$ cat config.mk
export PLATFORM = sky130hd
export DESIGN_NAME = decode_alu_unit
export DESIGN_NICKNAME = d
export VERILOG_FILES = /design/src/rtl/decode_alu_unit.sv
export SDC_FILE = /design/constraint.sdc
export NUM_CORES = 1
export LEC_CHECK = 0
export CAP_MARGIN = 20
export CORE_MARGIN = 2
export CORE_UTILIZATION = 41
export CTS_CLUSTER_DIAMETER = 40
export DETAILED_ROUTE_END_ITERATION = 10
export PLACE_DENSITY = 0.78
export SKIP_LAST_GASP = 1
export SLEW_MARGIN = 10
export SYNTH_ARGS = -nofsm -noshare
export SYNTH_HDL_FRONTEND = slang
export SYNTH_SLANG_ARGS = --single-unit
$ cat constraint.sdc
create_clock -name clock -period 2.8 [get_ports clock]
set_input_delay 0.56 -clock clock [delete_from_list [all_inputs] [get_ports clock]]
set_output_delay 0.56 -clock clock [all_outputs]
set_load 0.02 [all_outputs]
$ cat src/rtl/decode_alu_unit.sv
// decode_alu_unit: the CPU's main decoder, ALU-op decoder and ALU.
// The ID half decodes the opcode combinationally into one-hot flags and a
// 6-bit control word. The EX half holds the op in a register, derives the
// ALU operation from it and computes the result combinationally.
module decode_alu_unit #(
  parameter int unsigned WIDTH = 8
) (
  input  logic             clock,
  input  logic             reset_n,
  input  logic [2:0]       opcode,
  input  logic             haz_pass,
  output logic [5:0]       id_ctrl,
  output logic             li,
  output logic             lw,
  output logic             sw,
  output logic             addi,
  output logic             beq,
  output logic             slti,
  output logic             add,
  output logic             jump,
  input  logic [WIDTH-1:0] alu_a,
  input  logic [WIDTH-1:0] alu_b,
  output logic [1:0]       alu_ctrl,
  output logic [WIDTH-1:0] alu_out,
  output logic             alu_zero
);

  localparam int unsigned OP_W   = 3;
  localparam int unsigned CTRL_W = 6;

  localparam logic [OP_W-1:0] OP_ADD  = 3'b000;
  localparam logic [OP_W-1:0] OP_ADDI = 3'b001;
  localparam logic [OP_W-1:0] OP_LI   = 3'b010;
  localparam logic [OP_W-1:0] OP_LW   = 3'b011;
  localparam logic [OP_W-1:0] OP_SW   = 3'b100;
  localparam logic [OP_W-1:0] OP_SLTI = 3'b101;
  localparam logic [OP_W-1:0] OP_BEQ  = 3'b110;

  localparam logic [1:0] ALU_ADD   = 2'b00;
  localparam logic [1:0] ALU_SUB   = 2'b01;
  localparam logic [1:0] ALU_SLT   = 2'b10;
  localparam logic [1:0] ALU_PASSB = 2'b11;

  logic [OP_W-1:0]   r_ex_op;
  logic              r_ex_vld;
  logic [CTRL_W-1:0] w_ctrl_map;
  logic [WIDTH-1:0]  w_result;

  // Opcode to one-hot flags and the control word {WB, M, EX}.
  always_comb begin
    li   = 1'b0;
    lw   = 1'b0;
    sw   = 1'b0;
    addi = 1'b0;
    beq  = 1'b0;
    slti = 1'b0;
    add  = 1'b0;
    jump = 1'b0;
    w_ctrl_map = '0;
    case (opcode)
      3'b000: begin add  = 1'b1; w_ctrl_map = 6'b01_00_01; end
      3'b001: begin addi = 1'b1; w_ctrl_map = 6'b01_00_10; end
      3'b010: begin li   = 1'b1; w_ctrl_map = 6'b01_00_11; end
      3'b011: begin lw   = 1'b1; w_ctrl_map = 6'b11_10_10; end
      3'b100: begin sw   = 1'b1; w_ctrl_map = 6'b00_01_10; end
      3'b101: begin slti = 1'b1; w_ctrl_map = 6'b01_00_10; end
      3'b110: begin beq  = 1'b1; w_ctrl_map = 6'b00_00_00; end
      default: begin jump = 1'b1; w_ctrl_map = 6'b00_00_00; end
    endcase
    id_ctrl = haz_pass ? w_ctrl_map : '0;
  end

  // ID/EX op register; a bubble clears the valid bit so a stale op never reaches the ALU.
  always_ff @(posedge clock) begin
    if (!reset_n) begin
      r_ex_op  <= '0;
      r_ex_vld <= 1'b0;
    end else if (haz_pass) begin
      r_ex_op  <= opcode;
      r_ex_vld <= 1'b1;
    end else begin
      r_ex_vld <= 1'b0;
    end
  end

  // EX-stage ALU operation; bubbles and jumps fall back to ADD.
  always_comb begin
    alu_ctrl = ALU_ADD;
    if (r_ex_vld) begin
      case (r_ex_op)
        OP_ADD, OP_ADDI, OP_LW, OP_SW: alu_ctrl = ALU_ADD;
        OP_BEQ:  alu_ctrl = ALU_SUB;
        OP_SLTI: alu_ctrl = ALU_SLT;
        OP_LI:   alu_ctrl = ALU_PASSB;
        default: alu_ctrl = ALU_ADD;
      endcase
    end
  end

  // Datapath: modular add/sub, signed set-less-than, pass-through of B.
  always_comb begin
    w_result = '0;
    case (alu_ctrl)
      ALU_ADD: w_result = WIDTH'(alu_a + alu_b);
      ALU_SUB: w_result = WIDTH'(alu_a - alu_b);
      ALU_SLT: w_result = ($signed(alu_a) < $signed(alu_b)) ? WIDTH'(1) : '0;
      default: w_result = alu_b;
    endcase
    alu_out  = w_result;
    alu_zero = (w_result == '0);
  end

endmodule

* Word-level counts from Yosys, hierarchy flattened
Index checks and enable logic that the tools add are counted.
Storage, ports and cells: register bits 4, logic and storage cells 36
Cells by class: $add $sub $neg 2, $lt $le $gt $ge 1, equality and inequality tests 11, muxes and demuxes 15, reductions and logical operators 5
Operators by type and width (count):
- 6-bit case mux with 5 select lines | 1
- 8-bit case mux with 3 select lines | 1
- 3-bit equality test (second input constant) | 5
- 1-bit two-way mux | 10
- 3-bit by 2-bit equality test with 1-bit output (second input constant) | 3
- 8-bit adder | 1
- 8-bit logical NOT | 1
- 8-bit < comparator | 1
- 8-bit subtractor | 1
- 7-bit OR reduction | 1
- 6-bit two-way mux | 1
- 2-bit case mux with 3 select lines | 1
- 3-bit by 1-bit equality test with 1-bit output (second input constant) | 1
- 3-bit logical NOT | 1
- 2-bit by 1-bit equality test with 1-bit output (second input constant) | 1
- 2-bit equality test (second input constant) | 1
- 2-bit logical NOT | 1
- 2-bit two-way mux | 1
- 2-bit OR reduction | 1

* Longest topological paths before layout
Gate-level depths: netlist of run 1.
depth after elaboration 6, depth in mapped cells 9, gate-level depth less buffers 9

* Worst setup path before layout of run 1
Ideal clock, no wire load.
path kind input-to-output, from input port alu_a[0], to output port alu_zero, arrival time 2679 ps, required time 2240 ps, slack -439 ps, cell stages on the path 9, cells stage by stage inv_1 -> ha_1 -> fa_1 -> xor2_1 -> a21oi_1 -> a21oi_1 -> nor2_1 -> or4_1 -> nor4_2
Between the ends: elaborated cells between the ends (all ways) 6
RTL lines:
- start, declared | line 21 | input logic [WIDTH-1:0] alu_a,
- 8-bit subtractor or 8-bit adder (tied branches) | line 105, 104
- 8-bit case mux with 3 select lines (*) | line 103 | case (alu_ctrl)
- named net alu_out[2] | line 24 | output logic [WIDTH-1:0] alu_out,
- 8-bit logical NOT (*) | line 110 | alu_zero = (w_result == '0);
- end, declared | line 25 | output logic alu_zero
The timed path passes the listed nets; every way through them passes the cells marked *.

* Worst setup path in the final report of run 1
from input port alu_b[4], to output port alu_zero
Between the ends: word-level cells in the longest chain between the ends 4, elaborated cells between the ends (all ways) 6
RTL lines:
- start, declared | line 22 | input logic [WIDTH-1:0] alu_b,
- 8-bit < comparator | line 106 | ALU_SLT: w_result = ($signed(alu_a) < $signed(alu_b)) ? WIDTH'(1) : '0;
- 1-bit two-way mux | line 106
- 8-bit case mux with 3 select lines (*) | line 103
- 8-bit logical NOT (*) | line 110
Every way passes the cells marked *; elsewhere a longest branch is shown, timed or not.

==> flow_summary.ini, run 1 <==
[setup_path]
reg2reg_setup_slack_ns = 1.99
path_class = input pin to output pin
cp.arrival_ns = 2.76
cp.required_ns = 2.24
worst_path_largest_cell_delay_ns = 0.40
crit_path_cell_trace = dlygate4sd2_1 > inv_2 > ha_4 > buf_6 > nor2_1 > nand3_1 > o211a_1 > a311o_2 > nor4_4 > buf_4
critPathSlowestCell = a311o_2
crit_fanout = 5
start_kind = input pin
end_kind = output pin

[power]
combPwrFrac_pct = 78.8
power_leakage_nw = 1.10
p_seq_share_pct = 10.1
switching_share_pct = 43.1
internal-power_w = 0.000369
switching_power_w = 0.000279
ir_worst_vdd_v = 0.000264
pwr-share-clk_pct = 11.1
p_per_area_mw_per_mm2 = 259
p_total_w = 0.000648

[detailed_routing]
drtIter0Drc = 140
firstDrtPassIters = 4
drcViolationCount = 0
wirelength_mm = 5.33
vias = 1751
ant_nets = 0
viasPerCell = 5.82
avgRoutedWirePerCell_um = 17.7

[finish]
nets = 309
antenna_cells = 0
layout_commonest_cell = buf_4
final_cell_mix = buf_4 (51), clkdlybuf4s50_1 (23), inv_2 (10), nand2_1 (10), a21oi_1 (9)
syn_to_final_growth_pct = 95.1
fin_cells = 301
drive_gt1_share_pct = 49.3

[logic_synthesis]
syn-mean-instance-area_um2 = 7.38
synth_edf_count = 0
yosys_warnings = 0
synthCells = 174
synth_fp_nets = 213
yosysTopAreaCell = ha_1
yosys.area.top_type_share_pct = 14.6
synth-async-reset-ratio_pct = 0
synth-seq-cells = 4
ys.flop_type = dfxtp_1
synth.distinct_cells = 60
seq_area_frac_synth_pct = 6.24
synth_area_mm2 = 0.00128
yosys-top-cells-area = ha_1 (15%), dfxtp_1 (6.2%), a21oi_1 (5.5%), inv_1 (5.3%), nor2b_1 (3.4%)

[sta]
tns_ns = -1.24
hold_viol = 0
worst_slew_pin_slew_ns = 0.363
period_needed_ns = 3.32
skew_ns = 0
fmax_mhz = 301
slew_viol_final = 0
setup_violations = 6
rsz0062_at_grt = true
setup_slack_ns = -0.519
max_slew_margin_pct = 75.6
post-route-period-util_pct = 119

[global_route]
antenna_found_initial = 0
grt_pass1_vias = 1696
grt_max_degree = 13
grt_pass1_wl_mm = 7.45
grtUsageTotal_pct = 27.2
grt-ovfl-total = 0

[placement]
place_congestion = 0.870
io_buffers = 46
dpl.hpwl_mm = 3.21
dp_slack_ns = -1.39
placed_cells = 288

[die]
die_h_um = 60.0
io_pins = 47
die_w_um = 60.0
core.rowCount = 20
die-area_mm2 = 0.00359
core_mm2 = 0.00300
start_util_pct = 42.7

[cts]
clock-sinks = 4
clk_path_buf_depth = 2
numCtsBuffers = 3
cts_tree = yes
clockRootBuffer = clkbuf_4
insertion_delay_ns = 0.23
clkTransAtPathRegs_ns = 0.04
htree_num_levels = 1

[run_status]
violations = setup timing
status = finished, violations left

[run]
drv_cap = 0

[worst_hold_path]
min_path_type = flop to flop
## layer usage
metal	vias up	routed length [um]	part of all wire [%]	GRT usage [%]
li1	822	-	-	-
met1	801	2030	38	31.0
met2	90	2630	49	47.7
met3	38	350	6.6	3.90
met4	0	324	6.1	15.9
met5	-	0	0	0
## power groups by stage
| stage | Sequential [W] | Combinational, W | Clock (W) |
|---|---|---|---|
| after floorplan | 0.0000652 | 0.000215 | 0 |
| after global placement | 0.0000659 | 0.000391 | 0 |
| after detailed placement | 0.0000661 | 0.000395 | 0 |
| after CTS | 0.0000652 | 0.000444 | 0.0000766 |
| after global routing | 0.0000662 | 0.000538 | 0.0000801 |
| final | 0.0000653 | 0.000511 | 0.0000720 |
## state kept, by name, indices dropped and copies added, names as in the netlist
signal,flops
r_ex_vld,1
r_ex_op,3
## worst max-delay path: cells and delay by family
kind / cells / cell delay [ns]
AOI/OAI and AO/OA: 2 / 0.65
buffers and inverters: 4 / 0.60
adders and majority gates: 1 / 0.26
and+or+nand+nor: 3 / 0.68
## layout make-up
| type | instances | area, um^2 |
|---|---|---|
| Tap cell | 33 | 41.3 |
| Sequential cell | 4 | 80.1 |
| Clock buffer | 3 | 22.5 |
| Fill cell | 168 | 498 |
| Inverter | 18 | 67.6 |
| Multi-Input combinational cell | 142 | 1400 |
| Timing Repair Buffer | 101 | 896 |
## kinds of logic after synthesis
logic type      count (synthesis)  synth area share [%]
compound gates                 51                  30.3
xor+xnor                        2                  1.36
fa+ha+maj                      17                  17.7
buf+inv                        28                  10.0
flops                           4                  6.24
mux                             3                  2.34
simple gates                   69                  32.0
## metrics by stage
stage / instance area (um^2) / hold WS, ns / utilization, %
2_1_floorplan: 1320 / 0.546 / -
3_3_place_gp: 2110 / 0.637 / 70.3
3_5_place_dp: 2110 / 0.641 / 70.3
4_1_cts: 2370 / 0.653 / 78.8
5_1_grt: 2500 / 0.705 / 83.4
6_report: 2500 / 0.650 / 83.4
## worst paths after layout
kind | depth (start not counted) | start | end
setup / recovery | 10 | alu_b[4] | alu_zero
hold / removal | 3 | r_ex_op[2]$_SDFFE_PN0P_ | r_ex_op[2]$_SDFFE_PN0P_
setup reg to reg | 3 | r_ex_op[0]$_SDFFE_PN0P_ | r_ex_op[0]$_SDFFE_PN0P_
hold reg to reg | 3 | r_ex_op[2]$_SDFFE_PN0P_ | r_ex_op[2]$_SDFFE_PN0P_
## repair_timing
item / CTS / global route
endpoints found under the setup margin: 9 / 10
resized for setup: 101 / 38
hold buffers: 0 / 0
setup buffers: 7 / 3
pin swaps: 26 / 16
## cells in the mapped netlist, drive strengths merged, types with 3 or more instances
cell	instances
and3	3
buf	7
nor2b	7
o21ai	7
dfxtp	4
mux2i	3
nand2	11
a21oi	14
nand2b	4
and2	4
clkbuf	3
nand3	4
nor4	4
nor3b	5
ha	15
nor2	10
nor3	5
inv	18
Note: power is estimated with default switching activity, not from simulation.
==> run 2: changes to the inputs <==
--- a/config.mk
+++ b/config.mk
@@ -6,11 +6,13 @@
 export NUM_CORES = 1
 export LEC_CHECK = 0
 export CAP_MARGIN = 20
+export CELL_PAD_IN_SITES_DETAIL_PLACEMENT = 2
+export CELL_PAD_IN_SITES_GLOBAL_PLACEMENT = 2
 export CORE_MARGIN = 2
-export CORE_UTILIZATION = 41
+export CORE_UTILIZATION = 22
 export CTS_CLUSTER_DIAMETER = 40
 export DETAILED_ROUTE_END_ITERATION = 10
-export PLACE_DENSITY = 0.78
+export PLACE_DENSITY_LB_ADDON = 0.1
 export SKIP_LAST_GASP = 1
 export SLEW_MARGIN = 10
 export SYNTH_ARGS = -nofsm -noshare
==> run 2 against run 1 <==
  * Sequential power increased by 2%
  * Largest power group unchanged
  * Clock-buffer cell count did not move
  * Critical path type unchanged
  * Critical path depth unchanged
  * The run still ends with setup timing left
  * Clock power grew 79%
  * Largest cell class unchanged
  * Utilization is 33 points lower
  * Total power rose by 27%
  * First-iteration DRC count is 68% lower
  * Register-to-register slack got worse by 0.07 ns
  * Via count up 6.0%
  * Combinational power up 22%
==> flow_summary.ini, run 2 (synthesis results as in run 1) <==
[run_status]
status = finished, violations left
violations = setup timing

[sta]
skew_ns = 0
slew_viol_final = 0
fmax_mhz = 298
setup_violations = 8
worst_slew_pin_slew_ns = 0.378
max_slew_margin_pct = 74.8
period_needed_ns = 3.35
tns_ns = -1.54
post-route-period-util_pct = 120
rsz0062_at_grt = true
setup_slack_ns = -0.554
hold_viol = 0

[finish]
syn_to_final_growth_pct = 119
largest_register = r_ex_op
layout_commonest_cell = buf_4
antenna_cells = 0
reg_top3 = r_ex_op: 3 flops, r_ex_vld: 1 flops
drive_gt1_share_pct = 60.3
largest_reg_flops = 3
final_cell_mix = buf_4 (65), clkdlybuf4s50_1 (20), buf_6 (17)
nets = 328

[setup_path]
worst_path_largest_cell_delay_ns = 0.41
r2r-end = r_ex_op[0]$_SDFFE_PN0P_
end_kind = output pin
crit_fanout = 3
cp.arrival_ns = 2.79
reg2reg_depth = 3
cp.required_ns = 2.24
path_class = input pin to output pin
critPathSlowestCell = a2111oi_4
start_kind = input pin
crit_path_cell_trace = buf_2 > buf_6 > ha_4 > nand2b_4 > a2111oi_4 > o211ai_1 > a21boi_2 > a311o_2 > nor4_4 > buf_4
reg2reg_setup_slack_ns = 1.92
regToRegStartpoint = r_ex_op[0]$_SDFFE_PN0P_

[placement]
place_congestion = 0.826
dpl.hpwl_mm = 4.94
io_buffers = 46

[power]
ir_worst_vdd_v = 0.000123
p_total_w = 0.000820
power_leakage_nw = 1.24
p_per_area_mw_per_mm2 = 291

[global_route]
grt-ovfl-total = 0
antenna_found_initial = 0
grt_max_degree = 13
grtUsageTotal_pct = 22.4
grt_pass1_vias = 2107
grt_pass1_wl_mm = 11.1

[detailed_routing]
vias = 1856
wirelength_mm = 8.19
avgRoutedWirePerCell_um = 22.8
drcViolationCount = 0
firstDrtPassIters = 4
ant_nets = 0
drtIter0Drc = 45
viasPerCell = 5.17

[worst_hold_path]
min_to = r_ex_op[2]$_SDFFE_PN0P_
min_path_type = flop to flop
min_from = r_ex_op[2]$_SDFFE_PN0P_
whs_path_depth = 3

[die]
die_w_um = 80.4
core_mm2 = 0.00557
io_pins = 47
start_util_pct = 23.0
die-area_mm2 = 0.00646
die_h_um = 80.4
core.rowCount = 27

[cts]
clock-sinks = 4
holdBufCountCts = 0
clk_path_buf_depth = 2
insertion_delay_ns = 0.22
htree_num_levels = 1
clockRootBuffer = clkbuf_8
numCtsBuffers = 3
clkTransAtPathRegs_ns = 0.03
cts_tree = yes

[run]
drv_cap = 0
[run 2: layout make-up]
cell class	instances	area, um^2
fill	608	2760
multi-input combinational	142	1500
inverter	18	71.3
clock buffer	3	41.3
timing repair buffer	120	1040
sequential	4	80.1
tap	72	90.1
[run 2: report_power, final]
part	switching, W	total (W)	internal (W)
clock network	0.0000366	0.000129	0.0000923
registers	0.00000584	0.0000666	0.0000607
logic	0.000307	0.000624	0.000317
total	0.000349	0.000820	0.000470
[run 2: what timing repair did]
| item | in CTS | in global routing |
|---|---|---|
| pin swaps | 35 | 30 |
| resized for setup | 145 | 46 |
| setup buffers | 13 | 12 |
| endpoints found under the setup margin | 10 | 11 |
[run 2: worst max-delay path by stage]
stage	slack, ns	to	cells past startpoint	from
finish	-0.55	alu_zero	10	alu_a[1]
global route	-0.60	alu_zero	10	alu_a[1]
CTS	-0.50	alu_zero	11	alu_a[0]
detailed placement	-1.49	alu_zero	11	alu_b[0]
global placement	-1.43	alu_zero	11	alu_b[0]
floorplan	-0.21	alu_zero	9	alu_a[0]
[run 2: per-layer routing]
layer  vias up  track usage [%]  part of all wire [%]
met5         -                0                     0
met4         0             4.07                   2.4
met3        13             2.36                   3.0
met2        51             47.0                    55
met1       926             23.6                    40
li1        866                -                     -
[run 2: worst max-delay path, delay by kind of cell]
family	cells	cell delay (ns)
and+or+nand+nor	2	0.36
AOI/OAI and AO/OA	4	1.16
adders and majority gates	1	0.29
buffers and inverters	3	0.41
[run 2: stage by stage]
step | worst slack, ns | std cells | hold slack [ns] | cell area (um^2) | utilization [%]
floorplan | -0.211 | 174 | 0.546 | 1320 | -
global placement | -1.43 | 332 | 0.657 | 2200 | 39.4
detailed placement | -1.49 | 332 | 0.679 | 2200 | 39.4
CTS | -0.500 | 347 | 0.698 | 2630 | 47.2
global route | -0.599 | 359 | 0.766 | 2810 | 50.5
finish | -0.554 | 359 | 0.712 | 2810 | 50.5
==> run 3: changes to the inputs <==
--- a/config.mk
+++ b/config.mk
@@ -5,7 +5,6 @@
 export SDC_FILE = /design/constraint.sdc
 export NUM_CORES = 1
 export LEC_CHECK = 0
-export CAP_MARGIN = 20
 export CELL_PAD_IN_SITES_DETAIL_PLACEMENT = 2
 export CELL_PAD_IN_SITES_GLOBAL_PLACEMENT = 2
 export CORE_MARGIN = 2
==> results of run 3 <==
The final DEF is identical to that of run 2; final timing and power are the same.
